<file path="config.mk">
export PLATFORM = sky130hd
export DESIGN_NAME = fetch_queue_ctrl_flat
export DESIGN_NICKNAME = d
export VERILOG_FILES = /design/src/rtl/fetch_queue_ctrl_if.sv /design/src/rtl/fetch_queue_ctrl.sv /design/src/flat_wrapper.sv
export SDC_FILE = /design/constraint.sdc
export NUM_CORES = 1
export LEC_CHECK = 0
export BUFFER_PORTS_ARGS = -buffer_cell sky130_fd_sc_hd__buf_4
export CORE_MARGIN = 2
export CORE_UTILIZATION = 57
export CTS_BUF_LIST = sky130_fd_sc_hd__clkbuf_16
export DETAILED_ROUTE_END_ITERATION = 8
export PLACE_DENSITY = 0.82
export SLEW_MARGIN = 20
export SYNTH_ARGS = -nofsm -noshare
export SYNTH_HDL_FRONTEND = slang
export SYNTH_SLANG_ARGS = --single-unit
</file>
<file path="constraint.sdc">
create_clock -name clk -period 4 [get_ports clk]
set_input_delay 0.8 -clock clk [delete_from_list [all_inputs] [get_ports clk]]
set_output_delay 0.8 -clock clk [all_outputs]
set_load 0.02 [all_outputs]
</file>
<file path="src/rtl/fetch_queue_ctrl_if.sv">
// Fetch/decode-side signal bundle for fetch_queue_ctrl.
// master = the controller, slave = the fetch memory plus decode environment.
interface fetch_queue_ctrl_if #(
  parameter int DEPTH = 4
);
  logic [31:0]            fetch_pc;
  logic [31:0]            fetch_inst;
  logic                   redirect_valid;
  logic [31:0]            redirect_pc;
  logic                   halt;
  logic                   out_valid;
  logic                   out_ready;
  logic [31:0]            out_pc;
  logic [31:0]            out_inst;
  logic [$clog2(DEPTH):0] count;
  logic                   fault;

  modport master (
    output fetch_pc,
    input  fetch_inst,
    input  redirect_valid,
    input  redirect_pc,
    input  halt,
    output out_valid,
    input  out_ready,
    output out_pc,
    output out_inst,
    output count,
    output fault
  );

  modport slave (
    input  fetch_pc,
    output fetch_inst,
    output redirect_valid,
    output redirect_pc,
    output halt,
    input  out_valid,
    output out_ready,
    input  out_pc,
    input  out_inst,
    input  count,
    input  fault
  );
endinterface

</file>
<file path="src/rtl/fetch_queue_ctrl.sv">
// PC sequencer plus {pc, inst} queue between the fetch stage and decode.
// Handles decode back-pressure, redirect flushes, halt and misaligned-target faults.
module fetch_queue_ctrl #(
  parameter logic [31:0] RESET_PC = 32'h0000_0000,
  parameter int          DEPTH    = 4
) (
  input  logic               clk,
  input  logic               rst,
  fetch_queue_ctrl_if.master bus
);
  localparam int PW = $clog2(DEPTH);
  localparam logic [PW:0] FULL_COUNT = (PW+1)'(DEPTH);

  localparam logic [1:0] ST_RUN   = 2'd0;
  localparam logic [1:0] ST_HALT  = 2'd1;
  localparam logic [1:0] ST_FAULT = 2'd2;

  logic [1:0]    state_reg, state_next;
  logic [31:0]   pc_reg, pc_next;
  logic [PW-1:0] wr_ptr_reg, rd_ptr_reg;
  logic [PW:0]   count_reg;
  logic          fault_reg;

  logic [31:0] pc_mem   [DEPTH];
  logic [31:0] inst_mem [DEPTH];

  logic redirect;
  logic misaligned;
  logic do_push;
  logic do_pop;

  // FAULT is terminal: redirects are ignored there until reset.
  always_comb begin
    redirect   = bus.redirect_valid && (state_reg != ST_FAULT);
    misaligned = (bus.redirect_pc[1:0] != 2'b00);
    do_push    = (state_reg == ST_RUN) && !bus.redirect_valid && !bus.halt &&
                 (count_reg != FULL_COUNT);
    do_pop     = (count_reg != '0) && bus.out_ready && !redirect;
  end

  always_comb begin
    state_next = state_reg;
    pc_next    = pc_reg;
    if (redirect) begin
      if (misaligned) begin
        state_next = ST_FAULT;
        pc_next    = {bus.redirect_pc[31:2], 2'b00};
      end else begin
        state_next = bus.halt ? ST_HALT : ST_RUN;
        pc_next    = bus.redirect_pc;
      end
    end else begin
      case (state_reg)
        ST_RUN:  if (bus.halt)  state_next = ST_HALT;
        ST_HALT: if (!bus.halt) state_next = ST_RUN;
        default: state_next = state_reg;
      endcase
      if (do_push) pc_next = pc_reg + 32'd4;
    end
  end

  always_ff @(posedge clk or posedge rst) begin
    if (rst) begin
      state_reg  <= ST_RUN;
      pc_reg     <= RESET_PC;
      wr_ptr_reg <= '0;
      rd_ptr_reg <= '0;
      count_reg  <= '0;
      fault_reg  <= 1'b0;
    end else begin
      state_reg <= state_next;
      pc_reg    <= pc_next;
      if (redirect) begin
        wr_ptr_reg <= '0;
        rd_ptr_reg <= '0;
        count_reg  <= '0;
        if (misaligned) fault_reg <= 1'b1;
      end else begin
        if (do_push) wr_ptr_reg <= wr_ptr_reg + 1'b1;
        if (do_pop)  rd_ptr_reg <= rd_ptr_reg + 1'b1;
        case ({do_push, do_pop})
          2'b10:   count_reg <= count_reg + 1'b1;
          2'b01:   count_reg <= count_reg - 1'b1;
          default: count_reg <= count_reg;
        endcase
      end
    end
  end

  // Entry storage carries no reset; occupancy alone decides validity.
  always_ff @(posedge clk) begin
    if (do_push) begin
      pc_mem[wr_ptr_reg]   <= pc_reg;
      inst_mem[wr_ptr_reg] <= bus.fetch_inst;
    end
  end

  assign bus.fetch_pc  = pc_reg;
  assign bus.out_valid = (count_reg != '0);
  assign bus.out_pc    = pc_mem[rd_ptr_reg];
  assign bus.out_inst  = inst_mem[rd_ptr_reg];
  assign bus.count     = count_reg;
  assign bus.fault     = fault_reg;
endmodule

</file>
<file path="src/flat_wrapper.sv">
// flat-port wrapper written by rule: the top's interface ports become plain ports
module fetch_queue_ctrl_flat 
#(
  parameter logic [31:0] RESET_PC = 32'h0000_0000,
  parameter int          DEPTH    = 4
)
  (clk, rst, bus_fetch_pc, bus_fetch_inst, bus_redirect_valid, bus_redirect_pc, bus_halt, bus_out_valid, bus_out_ready, bus_out_pc, bus_out_inst, bus_count, bus_fault);
  fetch_queue_ctrl_if #(.DEPTH(DEPTH)) bus_i ();
  input  logic clk;
  input  logic rst;
  output wire logic [$bits(bus_i.fetch_pc)-1:0] bus_fetch_pc;
  input wire logic [$bits(bus_i.fetch_inst)-1:0] bus_fetch_inst;
  input wire logic [$bits(bus_i.redirect_valid)-1:0] bus_redirect_valid;
  input wire logic [$bits(bus_i.redirect_pc)-1:0] bus_redirect_pc;
  input wire logic [$bits(bus_i.halt)-1:0] bus_halt;
  output wire logic [$bits(bus_i.out_valid)-1:0] bus_out_valid;
  input wire logic [$bits(bus_i.out_ready)-1:0] bus_out_ready;
  output wire logic [$bits(bus_i.out_pc)-1:0] bus_out_pc;
  output wire logic [$bits(bus_i.out_inst)-1:0] bus_out_inst;
  output wire logic [$bits(bus_i.count)-1:0] bus_count;
  output wire logic [$bits(bus_i.fault)-1:0] bus_fault;
  assign bus_fetch_pc = bus_i.fetch_pc;
  assign bus_i.fetch_inst = bus_fetch_inst;
  assign bus_i.redirect_valid = bus_redirect_valid;
  assign bus_i.redirect_pc = bus_redirect_pc;
  assign bus_i.halt = bus_halt;
  assign bus_out_valid = bus_i.out_valid;
  assign bus_i.out_ready = bus_out_ready;
  assign bus_out_pc = bus_i.out_pc;
  assign bus_out_inst = bus_i.out_inst;
  assign bus_count = bus_i.count;
  assign bus_fault = bus_i.fault;
  fetch_queue_ctrl #(.RESET_PC(RESET_PC), .DEPTH(DEPTH)) u_core (.clk(clk), .rst(rst), .bus(bus_i));
endmodule
</file>
==> results.yml, run 1 <==
sta:
  setup_tns_ns: 0
  finClkSkew_ns: 0.02419
  hold_slack_ns: 0.4416
  rsz0062_at_grt: "false"
  max_freq_mhz: 313.4
  worst_pin_slew_ns: 1.070
  finalCritPeriodShare_pct: 79.78
  hold_violations: 0
  relSlewSlack_pct: 28.69
  finalSetupViolCount: 0
  layout_min_cycle_time_ns: 3.191
  finalMaxSlewViolations: 0
cts:
  cts.sinks: 298
  holdBufCountCts: 0
  cts_setup_buffers: 0
  h-tree-depth: 1
  path_clk_slew_ns: 0.06
  cts_buffers: 29
  cts-root-buf: "clkbuf_16"
  clk_latency_ns: 0.55
  cts_resized: 0
  cts_buffer_depth: 3
  tritoncts: "done"
detailed_routing:
  drt_iter0_drc: 668
  drt_pass1_iterations: 6
  viasPerCell: 6.107
  routedWlPerCell_um: 22.65
  wl_um: 24440
  drc: 0
  dr_total_vias: 6589
  postRouteAntennaNets: 0
setup_path:
  crit_top_cell: "buf_4"
  critical_path_buf_inv_count: 2
  critPathMaxStageDelay_ns: 0.76
  slowest_stage: "dfrtp_4"
  critical_path_required_ns: 3.20
  crit_fanout: 23
  crit_type: "reg -> out"
  cp-start-kind: "flip-flop"
  critPathCaptureType: "output port"
  crit_family: "flip-flops"
  path_cells: "buf_4, mux4_2, buf_4"
  critical_path_arrival_ns: 2.39
synth:
  syn-num-nets: 688
  ys.warnings.count: 0
  synth_ff_type: "edfxtp_1"
  synth.most_common_cell: "edfxtp_1"
  synthesis.area_um2: 11670
  synth.avg_cell_area_um2: 19.07
  async_flop_share_pct: 14.09
  synth.area.top_cells: "edfxtp_1 (66%), mux4_2 (12%), dfrtp_1 (9.0%), a31oi_1 (1.0%), nand2_1 (0.90%)"
  synth-seq-area-share_pct: 74.88
  synth.distinct_cells: 44
  ys_top_cells_by_count: "edfxtp_1 (256), mux4_2 (64), dfrtp_1 (42)"
  synth_top_area_share_pct: 65.87
  yosys.area.top_type: "edfxtp_1"
  synth_edf_count: 256
  yosys_register_bits: 298
  synthCells: 612
run:
  drv_cap: 0
cells_and_area:
  fin_cells: 1079
  area_delta_synth_final_pct: 21.16
  stdcell_area_um2: 14140
  num-nets-final: 863
  n_antenna_cell: 0
  drive_gt1_share_pct: 36.71
  nFillCells: 1306
  final_core_util_pct: 70.11
die:
  rows: 52
  ios: 170
  initial_core_util_pct: 57.86
  die-area_um2: 21630
  core_um2: 20170
  chipHeight_um: 147.1
  die_x_um: 147.1
outcome:
  outcome: "finished clean"
global_route:
  grt_max_degree: 66
  grt_antenna_before_repair: 0
  track_usage_pct: 22.89
  gr-total-overflow: 0
  grt_pass1_vias: 6776
  grt_pass1_wl_um: 38040
power:
  leakage_nw: 4.955
  power_density_nw_per_um2: 677.1
  vdd.ir_drop.worst_mv: 0.4992
  power_frac_clock_pct: 27.0
  p_int_mw: 6.549
  combinationalPowerShare_pct: 28.2
  sw_frac_of_total_pct: 31.60
  pwr-share-seq_pct: 44.8
  switching_power_mw: 3.026
place:
  placement.cell_area_um2: 13230
  io_buffers: 169
  dpl.hpwl_um: 14260
  place_inst: 1026
  gp_congestion: 0.8601
worst_hold_path:
  hold_path.class: "in -> async"
path summary, 6_finish.rpt:
kind	start	to	slack (ns)	depth (start not counted)
worst min-delay path	rst	u_core.bus.fetch_pc[4]	0.44	2
worst max-delay path	u_core.rd_ptr_reg[0]	bus_out_inst[28]	0.81	3
worst max register to register	u_core.state_reg[1]	u_core.bus.count[2]	1.43	9
min in group clk	bus_fetch_inst[30]	u_core.inst_mem[2][30]	0.45	1
worst min register to register	u_core.bus.fault	u_core.bus.fault	0.51	1
max in group asynchronous	rst	u_core.rd_ptr_reg[1]	2.89	2
cell usage in the layout (no fill, tap or decap), drive strengths merged, types with 4 or more instances in the layout:
master  instances
a21oi           6
a31oi          19
and2            5
and3           10
and4            6
buf           175
clkbuf         29
clkinv         14
dfrtp          42
edfxtp        256
ha              6
inv            15
mux4           64
nand2          28
nand3          18
nand4           8
nor2           26
o211ai          6
o21ai           9
o311ai          4
o31ai          12
or3             8
or4            15
xor2            5
layer usage:
| layer | track usage, % | wire, um | vias up |
|---|---|---|---|
| met5 | 0 | 0 | - |
| met4 | 6.346 | 597 | 0 |
| met3 | 4.099 | 1908 | 51 |
| met2 | 37.31 | 12070 | 317 |
| met1 | 32.68 | 9858 | 3357 |
| li1 | - | - | 2864 |
final cells by class:
class	count	area, um^2	area share [%]
Clock buffer	29	725.7	5.132
Clock inverter	24	183.9	1.301
Inverter	8	30.03	0.2124
Multi-Input combinational cell	275	2790	19.73
Sequential cell	298	8746	61.85
Tap cell	270	337.8	2.389
Timing Repair Buffer	175	1326	9.380
metrics by stage:
step	setup WS (ns)	power, mW
floorplan	0.6420	5.823
global placement	1.010	6.989
detailed placement	0.9874	7.065
CTS	0.7210	9.654
global route	0.6706	9.964
finish	0.8088	9.574
kinds of logic (layout without fill, tap and decap cells):
kind of cell / after synthesis / after routing / share of synthesized area, %
compound gates: 59 / 59 / 3.313
xor+xnor: 8 / 8 / 0.6004
fa+ha+maj: 7 / 7 / 0.8148
buf+inv: 39 / 236 / 1.383
flops: 298 / 298 / 74.88
mux: 67 / 67 / 12.61
simple gates: 134 / 134 / 6.401
power by group through the flow:
| stage | clock network, mW | logic, mW | registers (mW) |
|---|---|---|---|
| 3_3_place_gp | 0 | 2.67 | 4.32 |
| 2_1_floorplan | 0 | 1.67 | 4.16 |
| 4_1_cts | 2.63 | 2.74 | 4.29 |
| 6_report | 2.59 | 2.70 | 4.28 |
| 5_1_grt | 2.76 | 2.86 | 4.34 |
| 3_5_place_dp | 0 | 2.72 | 4.35 |
(Power assumes the default switching activity.)
==> run 2, diff against run 1 <==
--- a/config.mk
+++ b/config.mk
@@ -7,10 +7,10 @@
 export LEC_CHECK = 0
 export BUFFER_PORTS_ARGS = -buffer_cell sky130_fd_sc_hd__buf_4
 export CORE_MARGIN = 2
-export CORE_UTILIZATION = 57
+export CORE_UTILIZATION = 51
 export CTS_BUF_LIST = sky130_fd_sc_hd__clkbuf_16
 export DETAILED_ROUTE_END_ITERATION = 8
-export PLACE_DENSITY = 0.82
+export PLACE_DENSITY = 0.77
 export SLEW_MARGIN = 20
 export SYNTH_ARGS = -nofsm -noshare
 export SYNTH_HDL_FRONTEND = slang
==> constraint.sdc (replaced) <==
create_clock -name clk -period 2.6 [get_ports clk]
set_input_delay 0.52 -clock clk [delete_from_list [all_inputs] [get_ports clk]]
set_output_delay 0.52 -clock clk [all_outputs]
set_load 0.02 [all_outputs]
==> results.yml, run 2 (synthesis gave the netlist of run 1 again) <==
cts:
  clk_latency_ns: 0.55
  cts-root-buf: "clkbuf_16"
  cts_setup_buffers: 0
  holdBufCountCts: 0
  tritoncts: "done"
  cts_buffers: 29
  cts_buffer_depth: 3
  path_clk_slew_ns: 0.07
  cts.sinks: 298
  h-tree-depth: 1
setup_path:
  critical_path_arrival_ns: 2.06
  crit_fanout: 24
  critical_path_required_ns: 2.08
  crit_type: "reg -> out"
  cp-start-kind: "flip-flop"
  critPathCaptureType: "output port"
cells_and_area:
  stdcell_area_um2: 14670
  drive_gt1_share_pct: 37.77
  layout_common_cells: "edfxtp_1 (256), buf_4 (130), mux4_2 (64)"
  regArea_um2: 8746
  area_delta_synth_final_pct: 25.70
  multi_input_area_um2: 2790
  final_common_cell: "edfxtp_1"
  n_antenna_cell: 0
  final_core_util_pct: 64.99
  num-nets-final: 879
  nFillCells: 1535
  fin_cells: 1111
sta:
  max_freq_mhz: 387.6
  rsz0062_at_grt: "true"
  finalSetupViolCount: 0
  layout_min_cycle_time_ns: 2.580
  worst_pin_slew_ns: 0.9244
  hold_violations: 0
  fin_ws_ns: 0.01974
  finClkSkew_ns: 0.02181
  relSlewSlack_pct: 38.28
  finalCritPeriodShare_pct: 99.24
  finalMaxSlewViolations: 0
power:
  vdd.ir_drop.worst_mv: 0.7048
  power_density_nw_per_um2: 1053
  leakage_nw: 5.163
detailed_routing:
  drt_pass1_iterations: 5
  drc: 0
  drt_iter0_drc: 702
  routedWlPerCell_um: 22.56
  dr_total_vias: 6683
  viasPerCell: 6.015
  postRouteAntennaNets: 0
  wl_um: 25060
global_route:
  gr-total-overflow: 0
  track_usage_pct: 20.71
  grt_pass1_wl_um: 38570
  grt_pass1_vias: 6755
  grt_max_degree: 49
  grt_antenna_before_repair: 0
die:
  initial_core_util_pct: 51.70
  rows: 55
  ios: 170
  core_um2: 22570
  die_x_um: 155.3
  die-area_um2: 24110
  chipHeight_um: 155.3
outcome:
  outcome: "finished clean"
place:
  placement.cell_area_um2: 13490
  dpl.hpwl_um: 15940
  gp_congestion: 0.9049
  place_inst: 1056
  dpl_worst_slack_ns: 0.1666
  io_buffers: 169
worst_hold_path:
  hold_path.class: "in -> async"
run:
  drv_cap: 0
run 2: cell count changes in the layout (fill, tap and decap cells not counted), sizes merged:
cell,before,now
buf,175,190
bufinv,3,5
clkinv,14,12
clkbuf,29,30
inv,15,16
run 2: path summary, 6_finish.rpt:
kind,slack [ns],end,depth (start not counted),start
hold reg to reg,0.50,u_core.bus.fault,1,u_core.bus.fault
min in group clk,0.18,u_core.inst_mem[1][30],1,bus_fetch_inst[30]
setup reg to reg,0.23,u_core.bus.count[2],8,u_core.bus.count[1]
setup / recovery,0.02,bus_out_pc[4],3,u_core.rd_ptr_reg[0]
max in group asynchronous,1.72,u_core.rd_ptr_reg[1],2,rst
hold / removal,0.17,u_core.bus.fetch_pc[9],2,rst
run 2: repair_timing:
item                       CTS  global route
gates resized for setup     49             2
setup endpoints to repair   64            64
cloned                       0             1
run 2: worst max-delay path, stage by stage, from the launching register on:
cell and delay [ns]:
dfrtp_4 0.50, buf_16 0.23, mux4_2 0.58, buf_6 0.16
run 2: layout make-up:
| class | count | area share (%) |
|---|---|---|
| Multi-Input combinational cell | 275 | 19.02 |
| Sequential cell | 298 | 59.62 |
| Clock inverter | 25 | 1.612 |
| Tap cell | 285 | 2.431 |
| Clock buffer | 29 | 4.947 |
| Inverter | 8 | 0.2047 |
| Timing Repair Buffer | 191 | 12.16 |
run 2: power breakdown:
group          leakage, nW  internal, mW  switching (mW)  total (mW)
Sequential            2.79          5.66           0.710        6.37
Clock                0.500          2.51            1.69        4.20
Combinational         1.88          2.46            2.41        4.87
Total                 5.16          10.6            4.82        15.4
run 2: layer usage:
| metal | part of all wire, % | global-route usage (%) | vias up |
|---|---|---|---|
| met5 | 0 | 0 | - |
| met2 | 49 | 33.38 | 350 |
| met4 | 1.5 | 4.631 | 0 |
| met1 | 41 | 29.57 | 3402 |
| li1 | - | - | 2902 |
| met3 | 9.1 | 4.624 | 29 |
run 2: metrics by stage:
stage | TNS [ns] | power (mW) | hold slack [ns]
finish | 0 | 15.45 | 0.1750
floorplan | 0 | 8.958 | 0.5425
global placement | 0 | 10.86 | 0.4679
global route | -0.4588 | 16.07 | 0.1590
CTS | -2.290 | 15.50 | 0.1532
detailed placement | 0 | 10.98 | 0.4764
